`src/rtl/ula_sequencial_if.sv`:
```
// Execute-stage ALU bus: operation request from the control unit and registered result/status back.
interface ula_sequencial_if #(parameter int LARGURA = 8);
  logic               inicio;
  logic [LARGURA-1:0] entrada1;
  logic [LARGURA-1:0] entrada2;
  logic [2:0]         sinal_ula;
  logic [LARGURA-1:0] saida_ula;
  logic               valido;
  logic               ocupado;
  logic               zero;
  logic               carry;
  logic               overflow;
  logic               div_zero;

  modport master (
    output inicio, entrada1, entrada2, sinal_ula,
    input  saida_ula, valido, ocupado, zero, carry, overflow, div_zero
  );

  modport slave (
    input  inicio, entrada1, entrada2, sinal_ula,
    output saida_ula, valido, ocupado, zero, carry, overflow, div_zero
  );
endinterface

```
`src/rtl/ula_sequencial.sv`:
```
// Multi-cycle ALU: single-cycle logic/arith ops plus iterative shift-add MUL and restoring DIVU.
// state  | meaning
// OCIOSO | idle, accepts inicio; single-cycle ops complete here
// ITERA  | MUL/DIVU in flight, one bit per cycle, ocupado high
module ula_sequencial #(
  parameter int LARGURA = 8
) (
  input  logic             clock,
  input  logic             reset_n,
  ula_sequencial_if.slave  bus
);

  localparam int W  = LARGURA;
  localparam int CW = $clog2(LARGURA + 1);
  localparam logic [CW-1:0] CNT_INI = CW'(LARGURA);

  localparam logic [2:0] OP_AND  = 3'b000;
  localparam logic [2:0] OP_OR   = 3'b001;
  localparam logic [2:0] OP_ADD  = 3'b010;
  localparam logic [2:0] OP_SUB  = 3'b011;
  localparam logic [2:0] OP_SLT  = 3'b100;
  localparam logic [2:0] OP_NOR  = 3'b101;
  localparam logic [2:0] OP_MUL  = 3'b110;
  localparam logic [2:0] OP_DIVU = 3'b111;

  typedef enum logic {OCIOSO = 1'b0, ITERA = 1'b1} estado_t;

  estado_t         estado_q, estado_d;
  logic [2:0]      op_q, op_d;
  logic [CW-1:0]   cnt_q, cnt_d;
  logic [2*W-1:0]  acc_q, acc_d;
  logic [2*W-1:0]  opa_q, opa_d;
  logic [W-1:0]    opb_q, opb_d;
  logic [W-1:0]    saida_q, saida_d;
  logic            valido_q, valido_d;
  logic            zero_q, zero_d;
  logic            carry_q, carry_d;
  logic            ovf_q, ovf_d;
  logic            dz_q, dz_d;

  logic [W:0]      soma, dif;
  logic [W-1:0]    res_sc;
  logic            c_sc, v_sc;
  logic [2*W-1:0]  prod_nxt;
  logic [W:0]      r_sh, r_sub;
  logic            cabe;
  logic [W-1:0]    r_nxt, quo_nxt;

  assign soma = {1'b0, bus.entrada1} + {1'b0, bus.entrada2};
  assign dif  = {1'b0, bus.entrada1} - {1'b0, bus.entrada2};

  always_comb begin
    res_sc = '0;
    c_sc   = 1'b0;
    v_sc   = 1'b0;
    case (bus.sinal_ula)
      OP_AND: res_sc = bus.entrada1 & bus.entrada2;
      OP_OR:  res_sc = bus.entrada1 | bus.entrada2;
      OP_ADD: begin
        res_sc = soma[W-1:0];
        c_sc   = soma[W];
        v_sc   = (bus.entrada1[W-1] == bus.entrada2[W-1]) && (soma[W-1] != bus.entrada1[W-1]);
      end
      OP_SUB: begin
        res_sc = dif[W-1:0];
        c_sc   = dif[W];
        v_sc   = (bus.entrada1[W-1] != bus.entrada2[W-1]) && (dif[W-1] != bus.entrada1[W-1]);
      end
      OP_SLT: res_sc = {{(W-1){1'b0}}, dif[W]};
      OP_NOR: res_sc = ~(bus.entrada1 | bus.entrada2);
      default: res_sc = '0;
    endcase
  end

  // MUL step: acc += multiplicand when the current multiplier LSB is set.
  assign prod_nxt = acc_q + (opb_q[0] ? opa_q : '0);

  // DIVU step: remainder lives in acc_q[W-1:0], dividend shifts out of opb_q as quotient shifts in.
  assign r_sh    = {acc_q[W-1:0], opb_q[W-1]};
  assign r_sub   = r_sh - {1'b0, opa_q[W-1:0]};
  assign cabe    = ~r_sub[W];
  assign r_nxt   = cabe ? r_sub[W-1:0] : r_sh[W-1:0];
  assign quo_nxt = {opb_q[W-2:0], cabe};

  always_comb begin
    estado_d = estado_q;
    op_d     = op_q;
    cnt_d    = cnt_q;
    acc_d    = acc_q;
    opa_d    = opa_q;
    opb_d    = opb_q;
    saida_d  = saida_q;
    valido_d = 1'b0;
    carry_d  = carry_q;
    ovf_d    = ovf_q;
    dz_d     = dz_q;
    case (estado_q)
      OCIOSO: begin
        if (bus.inicio) begin
          op_d = bus.sinal_ula;
          if (bus.sinal_ula == OP_MUL) begin
            acc_d    = '0;
            opa_d    = {{W{1'b0}}, bus.entrada1};
            opb_d    = bus.entrada2;
            cnt_d    = CNT_INI;
            estado_d = ITERA;
          end else if (bus.sinal_ula == OP_DIVU && bus.entrada2 != '0) begin
            acc_d    = '0;
            opa_d    = {{W{1'b0}}, bus.entrada2};
            opb_d    = bus.entrada1;
            cnt_d    = CNT_INI;
            estado_d = ITERA;
          end else if (bus.sinal_ula == OP_DIVU) begin
            saida_d  = '1;
            carry_d  = 1'b0;
            ovf_d    = 1'b0;
            dz_d     = 1'b1;
            valido_d = 1'b1;
          end else begin
            saida_d  = res_sc;
            carry_d  = c_sc;
            ovf_d    = v_sc;
            dz_d     = 1'b0;
            valido_d = 1'b1;
          end
        end
      end
      ITERA: begin
        cnt_d = cnt_q - CW'(1);
        if (op_q == OP_MUL) begin
          acc_d = prod_nxt;
          opa_d = opa_q << 1;
          opb_d = opb_q >> 1;
        end else begin
          acc_d = {{W{1'b0}}, r_nxt};
          opb_d = quo_nxt;
        end
        if (cnt_q == CW'(1)) begin
          estado_d = OCIOSO;
          valido_d = 1'b1;
          ovf_d    = 1'b0;
          dz_d     = 1'b0;
          if (op_q == OP_MUL) begin
            saida_d = prod_nxt[W-1:0];
            carry_d = |prod_nxt[2*W-1:W];
          end else begin
            saida_d = quo_nxt;
            carry_d = 1'b0;
          end
        end
      end
      default: estado_d = OCIOSO;
    endcase
    // saida only changes on completion, so zero tracks it without extra gating
    zero_d = (saida_d == '0);
  end

  always_ff @(posedge clock or negedge reset_n) begin
    if (!reset_n) begin
      estado_q <= OCIOSO;
      op_q     <= '0;
      cnt_q    <= '0;
      acc_q    <= '0;
      opa_q    <= '0;
      opb_q    <= '0;
      saida_q  <= '0;
      valido_q <= 1'b0;
      zero_q   <= 1'b1;
      carry_q  <= 1'b0;
      ovf_q    <= 1'b0;
      dz_q     <= 1'b0;
    end else begin
      estado_q <= estado_d;
      op_q     <= op_d;
      cnt_q    <= cnt_d;
      acc_q    <= acc_d;
      opa_q    <= opa_d;
      opb_q    <= opb_d;
      saida_q  <= saida_d;
      valido_q <= valido_d;
      zero_q   <= zero_d;
      carry_q  <= carry_d;
      ovf_q    <= ovf_d;
      dz_q     <= dz_d;
    end
  end

  assign bus.saida_ula = saida_q;
  assign bus.valido    = valido_q;
  assign bus.ocupado   = (estado_q == ITERA);
  assign bus.zero      = zero_q;
  assign bus.carry     = carry_q;
  assign bus.overflow  = ovf_q;
  assign bus.div_zero  = dz_q;

endmodule

```
`src/flat_wrapper.sv`:
```
// flat-port wrapper written by rule: the top's interface ports become plain ports
module ula_sequencial_flat 
#(
  parameter int LARGURA = 8
)
  (clock, reset_n, bus_inicio, bus_entrada1, bus_entrada2, bus_sinal_ula, bus_saida_ula, bus_valido, bus_ocupado, bus_zero, bus_carry, bus_overflow, bus_div_zero);
  ula_sequencial_if #(.LARGURA(LARGURA)) bus_i ();
  input  logic clock;
  input  logic reset_n;
  input wire logic [$bits(bus_i.inicio)-1:0] bus_inicio;
  input wire logic [$bits(bus_i.entrada1)-1:0] bus_entrada1;
  input wire logic [$bits(bus_i.entrada2)-1:0] bus_entrada2;
  input wire logic [$bits(bus_i.sinal_ula)-1:0] bus_sinal_ula;
  output wire logic [$bits(bus_i.saida_ula)-1:0] bus_saida_ula;
  output wire logic [$bits(bus_i.valido)-1:0] bus_valido;
  output wire logic [$bits(bus_i.ocupado)-1:0] bus_ocupado;
  output wire logic [$bits(bus_i.zero)-1:0] bus_zero;
  output wire logic [$bits(bus_i.carry)-1:0] bus_carry;
  output wire logic [$bits(bus_i.overflow)-1:0] bus_overflow;
  output wire logic [$bits(bus_i.div_zero)-1:0] bus_div_zero;
  assign bus_i.inicio = bus_inicio;
  assign bus_i.entrada1 = bus_entrada1;
  assign bus_i.entrada2 = bus_entrada2;
  assign bus_i.sinal_ula = bus_sinal_ula;
  assign bus_saida_ula = bus_i.saida_ula;
  assign bus_valido = bus_i.valido;
  assign bus_ocupado = bus_i.ocupado;
  assign bus_zero = bus_i.zero;
  assign bus_carry = bus_i.carry;
  assign bus_overflow = bus_i.overflow;
  assign bus_div_zero = bus_i.div_zero;
  ula_sequencial #(.LARGURA(LARGURA)) u_core (.clock(clock), .reset_n(reset_n), .bus(bus_i));
endmodule
```
`config.mk`:
```
export PLATFORM = sky130hd
export DESIGN_NAME = ula_sequencial_flat
export DESIGN_NICKNAME = d
export VERILOG_FILES = /design/src/rtl/ula_sequencial_if.sv /design/src/rtl/ula_sequencial.sv /design/src/flat_wrapper.sv
export SDC_FILE = /design/constraint.sdc
export NUM_CORES = 1
export LEC_CHECK = 0
export CORE_ASPECT_RATIO = 1.5
export CORE_MARGIN = 2
export CORE_UTILIZATION = 56
export CTS_BUF_LIST = sky130_fd_sc_hd__clkbuf_8
export DETAILED_ROUTE_END_ITERATION = 8
export PLACE_DENSITY_LB_ADDON = 0.2
export SETUP_SLACK_MARGIN = 0.02
export SYNTH_ARGS = -nofsm -noshare
export SYNTH_HDL_FRONTEND = slang
export SYNTH_SLANG_ARGS = --single-unit
```
`constraint.sdc`:
```
create_clock -name clock -period 3.25 [get_ports clock]
set_input_delay 0.325 -clock clock [delete_from_list [all_inputs] [get_ports clock]]
set_output_delay 0.325 -clock clock [all_outputs]
set_load 0.01 [all_outputs]
```
Word level (Yosys, flattened, before mapping)
Cells that the tools add are included.
Widths: inputs -> output; s select.

word-level totals
  bits in registers = 61
  input bits = 22
  output and inout port bits = 14
  logic and storage cells = 111

operators by class
  add/sub/neg operators = 5
  eq/ne operators = 19
  reduce and logical (&&, ||, !) cells = 11
  multiplexer cells = 59
  bitwise gates (word level) = 5

operators with widths
  operator            count
  $mux 16             9
  $mux 8              11
  $pmux 16 s2         2
  $pmux 8 s6          1
  $pmux 8 s2          2
  $mux 1              23
  $add 16x16->16      1
  $eq 3x3->1 const B  5
  $pmux 1 s2          7
  $mux 4              3
  $ne 2x2->1 const B  5
  $add 8x8->9         1
  $sub 8x8->9         1
  $sub 9x8->9         1
  $and 8x8->8         1
  $logic_not 8->1     1
  $not 8->8           1
  $or 8x8->8          1
  $pmux 4 s2          1
  $reduce_bool 8->1   1
  $reduce_or 8->1     1
  $eq 3x2->1 const B  2
  $eq 4x1->1 const B  1
  $reduce_and 2->1    2
  10 further kinds    15

Longest topological paths before layout
  word-level depth = 9
  mapped depth = 13
  gate-level depth less buffers = 12

Least setup slack after synthesis
OpenSTA, ideal clock, no wires.

  kind = reg2reg
  from = register u_core.opb_q[0]
  to = register u_core.carry_q, in the netlist u_core.bus.carry
  path buffers = 1
  data required time = 3121 ps
  stages on the path, launching flop included = 13
  path slack = 60 ps
  period minus slack after synthesis = 3190 ps
  library setup time = 129 ps
  arrival time = 3061 ps
  cells stage by stage = dfrtp_1 -> clkbuf_1 -> and2_1 -> ha_1 -> fa_1 -> a21oi_1 -> o22ai_1 -> o41ai_1 -> mux2i_1 -> nand2_1 -> or4_1 -> o311ai_1 -> nand2_1

on the way
  word-level cells in the longest chain between the ends = 6

RTL lines
  item                    RTL line               source
  start, declared         ula_sequencial.sv:33   logic [W-1:0] opb_q, opb_d;
  start signal, assigned  ula_sequencial.sv:178  opb_q <= opb_d;
  $mux 16                 ula_sequencial.sv:76   assign prod_nxt = acc_q + (opb_q[0] ? opa_q : '0);
  $add 16x16->16          ula_sequencial.sv:76
  $reduce_or 8->1         ula_sequencial.sv:145  carry_d = |prod_nxt[2*W-1:W];
  $mux 1                  ula_sequencial.sv:143  if (op_q == OP_MUL) begin
  $mux 1                  ula_sequencial.sv:138  if (cnt_q == CW'(1)) begin
  $pmux 1 s2              ula_sequencial.sv:97   case (estado_q)
  end signal, assigned    ula_sequencial.sv:182  carry_q <= carry_d;
  end, declared           ula_sequencial.sv:37   logic carry_q, carry_d;

No other way between the ends. The select of a mux whose other input is x is not followed.
A chain may end at the register's enable or synchronous reset.

Worst setup path in the final report
Same ends and word-level chain as after synthesis.

==> qor.csv <==
metric;value;unit
status;finished, final reports clean;
Synthesized Nets;770;
final setup margin;0.122;ns
post-layout instance area;0.00642;sq mm
global-route wire length before repair;26200;um
Setup Crit Path Kind;reg2reg;
Core Region;0.00958;sq mm
switch share;0.461;
mapped cell area;0.00544;sq mm
initial antenna violation count;0;
layout cells sized above 1;0.123;
Max stage delay on crit path;0.45;ns
Hold Violations, Final;0;
pre-CTS setup slack;-0.0687;ns
cell mode on critical path;nand2_1;
multi-input logic area;0.00367;sq mm
root buffer cell;clkbuf_8;
placed instance count;854;
Final nets;827;
Worst-path clk slew;0.07;ns
non-filler cells in the finished layout;871;
total wire length;15800;um
Clock Tree Buf Depth;2;
Placed Instance Area;0.00611;sq mm
RSZ-0062 raised after global routing;yes;
Clock Latency Late Sink;0.35;ns
Setup crit end kind;register;
fmax;0.320;GHz
GPL Wtd Cong;0.893;
Starting Density;0.568;
clk sink count;61;
total CTS buffers;9;
synthesis-stage register bit count;61;
Slew headroom;0.519;
ys async rst share;1.00;
fill count;853;
Layout Skew;0.00875;ns
Yosys cell types;70;
P&R area growth vs syn;18.0;%
Top delay family on crit path;compound AO/OA/AOI/OAI gates;
fin crit period;3.13;ns
Die H;125;um
synthesized instance count;694;
CP cell instances;and2_1 -> ha_2 -> fa_2 -> a21oi_4 -> o22ai_1 -> o41ai_2 -> buf_4 -> mux2i_1 -> nand2_1 -> or4_4 -> o311ai_4 -> nand2_1;
Setup violations, final;0;
Max Cap Viol;0;
critical-path maximum fanout;4;
Max Slew Vio Count;0;
Sequential Area;0.00153;sq mm
area leader, netlist;dfrtp_1;
diode count;0;
Vias/cell;6.13;
syn_area_per_cell;7.84;sq um
GR Overflow Total;0;
Synthesis Warnings;0;
Int Pwr;2.94;mW
worst vdd ir;0.668;mV
Worst Tran Pin Value;0.722;ns
register share of total power;0.250;
most common cell after layout, fill and taps aside;nand2_1;
Global Route Usage Sum;0.309;
Final Util;0.670;
vias in the first global route;5471;
largest net degree at the start of global routing;46;
Net Sw Power;2.51;mW
Post-synth EDFFs;0;
Arr. time, crit path;3.36;ns
Worst EP required;3.48;ns
DPL Wire Length;12300;um
post-synth top area share;0.276;
CP max-delay cell;or4_4;
FF-to-FF setup slack;0.12;ns
crit share post-route;0.963;
commonest non-fill, non-tap cells in the layout;nand2_1, o21ai_0, dfrtp_1, a21oi_1, inv_1;
CTS tree;built;
row count;44;
Pleak;2.90;nW
htree depth;3;
1st-pass router iterations;5;
Gate power share;0.628;
CP Launch Type;register;
routed vias;5342;
PD cells;848;mW/mm^2
total buffers and inverters traversed by the critical path;1;
wire length per cell;18.1;um
post-route ant nets;0;
die width;84.5;um
DRC;0;
main area contributors after synthesis;dfrtp_1, ha_1, o21ai_0;
DR iter-0 viols;354;
Clock power frac;0.122;
IO Count;36;
IO buf count;35;
register area share after synthesis;0.281;
Main synth FF type;dfrtp_1;
die area;0.0105;sq mm
Hold Path Class;in2async;
==> cell families after synthesis <==
logic type / synth area share
compound gates: 0.265
xor+xnor: 0.0419
fa+ha+maj: 0.130
mux: 0.0207
flops: 0.281
simple gates: 0.198
buf+inv: 0.0644
==> sequential cells by signal, summed over array words and instances, names as in the netlist <==
name	count
u_core.op_q	3
u_core.bus.div_zero	1
u_core.bus.valido	1
u_core.bus.saida_ula	8
u_core.opb_q	8
u_core.bus.ocupado	1
u_core.bus.overflow	1
u_core.opa_q	16
u_core.bus.carry	1
u_core.acc_q	16
u_core.cnt_q	4
u_core.bus.zero	1
==> synthesized netlist by cell type (4+ instances only) <==
master and instances:
ha_1 50, o31ai_1 7, o21ai_1 4, dfrtp_1 60
buf_2 4, nand3_1 19, a211o_1 4, clkbuf_1 26
inv_1 48, and3_1 6, nor3_1 14, xnor2_1 18
and2_1 16, nor2b_1 9, or3_1 5, o211ai_1 10
a21oi_1 61, xor2_1 8, nor2_1 50, fa_1 4
mux2i_1 9, a211oi_1 7, nand2_1 90, a22o_1 12
o21ai_0 80
==> per-layer routing <==
| metal | wire, um | vias up | track usage | share of wire |
|---|---|---|---|---|
| met4 | 827 | 0 | 0.174 | 0.052 |
| met1 | 6170 | 2553 | 0.344 | 0.39 |
| li1 | - | 2583 | - | - |
| met5 | 0 | - | 0 | 0 |
| met3 | 473 | 53 | 0.0424 | 0.030 |
| met2 | 8300 | 153 | 0.556 | 0.53 |
==> area by class of cell <==
cell class              instances  share of cell area
clock inverters                 6             0.00877
repair buffers                 81               0.108
flip-flops and latches         61               0.238
multi-input cells             548               0.572
well taps                     115              0.0224
inverters                      50              0.0292
clock buffers                  10              0.0214
==> stage by stage <==
step | power, mW | hold slack (ns) | TNS (ns)
after detailed placement | 4.58 | 0.420 | -0.110
after CTS | 5.30 | 0.0406 | 0
after global routing | 5.88 | 0.0851 | -0.00544
final | 5.44 | 0.0265 | 0
after global placement | 4.48 | 0.418 | -0.0215
after floorplan | 3.52 | 0.0294 | 0
==> power by group through the flow <==
stage          combinational [mW]  clock, mW  sequential [mW]
2_1_floorplan                2.20          0             1.31
3_3_place_gp                 3.13          0             1.34
3_5_place_dp                 3.23          0             1.35
4_1_cts                      3.28      0.674             1.34
5_1_grt                      3.78      0.707             1.40
6_report                     3.42      0.665             1.36
==> worst paths after layout <==
| kind | depth (start not counted) | start | to |
|---|---|---|---|
| max | 12 | u_core.opb_q[0]$_DFFE_PN0P_ | u_core.bus.carry$_DFFE_PN0P_ |
| min | 1 | reset_n | u_core.bus.valido$_DFF_PN0_ |
| max reg2reg | 12 | u_core.opb_q[0]$_DFFE_PN0P_ | u_core.bus.carry$_DFFE_PN0P_ |
| min reg2reg | 2 | u_core.acc_q[9]$_DFFE_PN0P_ | u_core.acc_q[9]$_DFFE_PN0P_ |
| max in group asynchronous | 2 | reset_n | u_core.bus.zero$_DFF_PN1_ |
| min in group clock | 2 | u_core.acc_q[9]$_DFFE_PN0P_ | u_core.acc_q[9]$_DFFE_PN0P_ |
==> timing repair <==
| action | in CTS | in global routing |
|---|---|---|
| endpoints found under the setup margin | 1 | 6 |
| setup buffers | 1 | 0 |
| gates cloned | 0 | 0 |
| hold buffers | 0 | 0 |
| pin swaps | 1 | 7 |
| resized for setup | 3 | 20 |
Note: power is estimated with default switching activity, not from simulation.
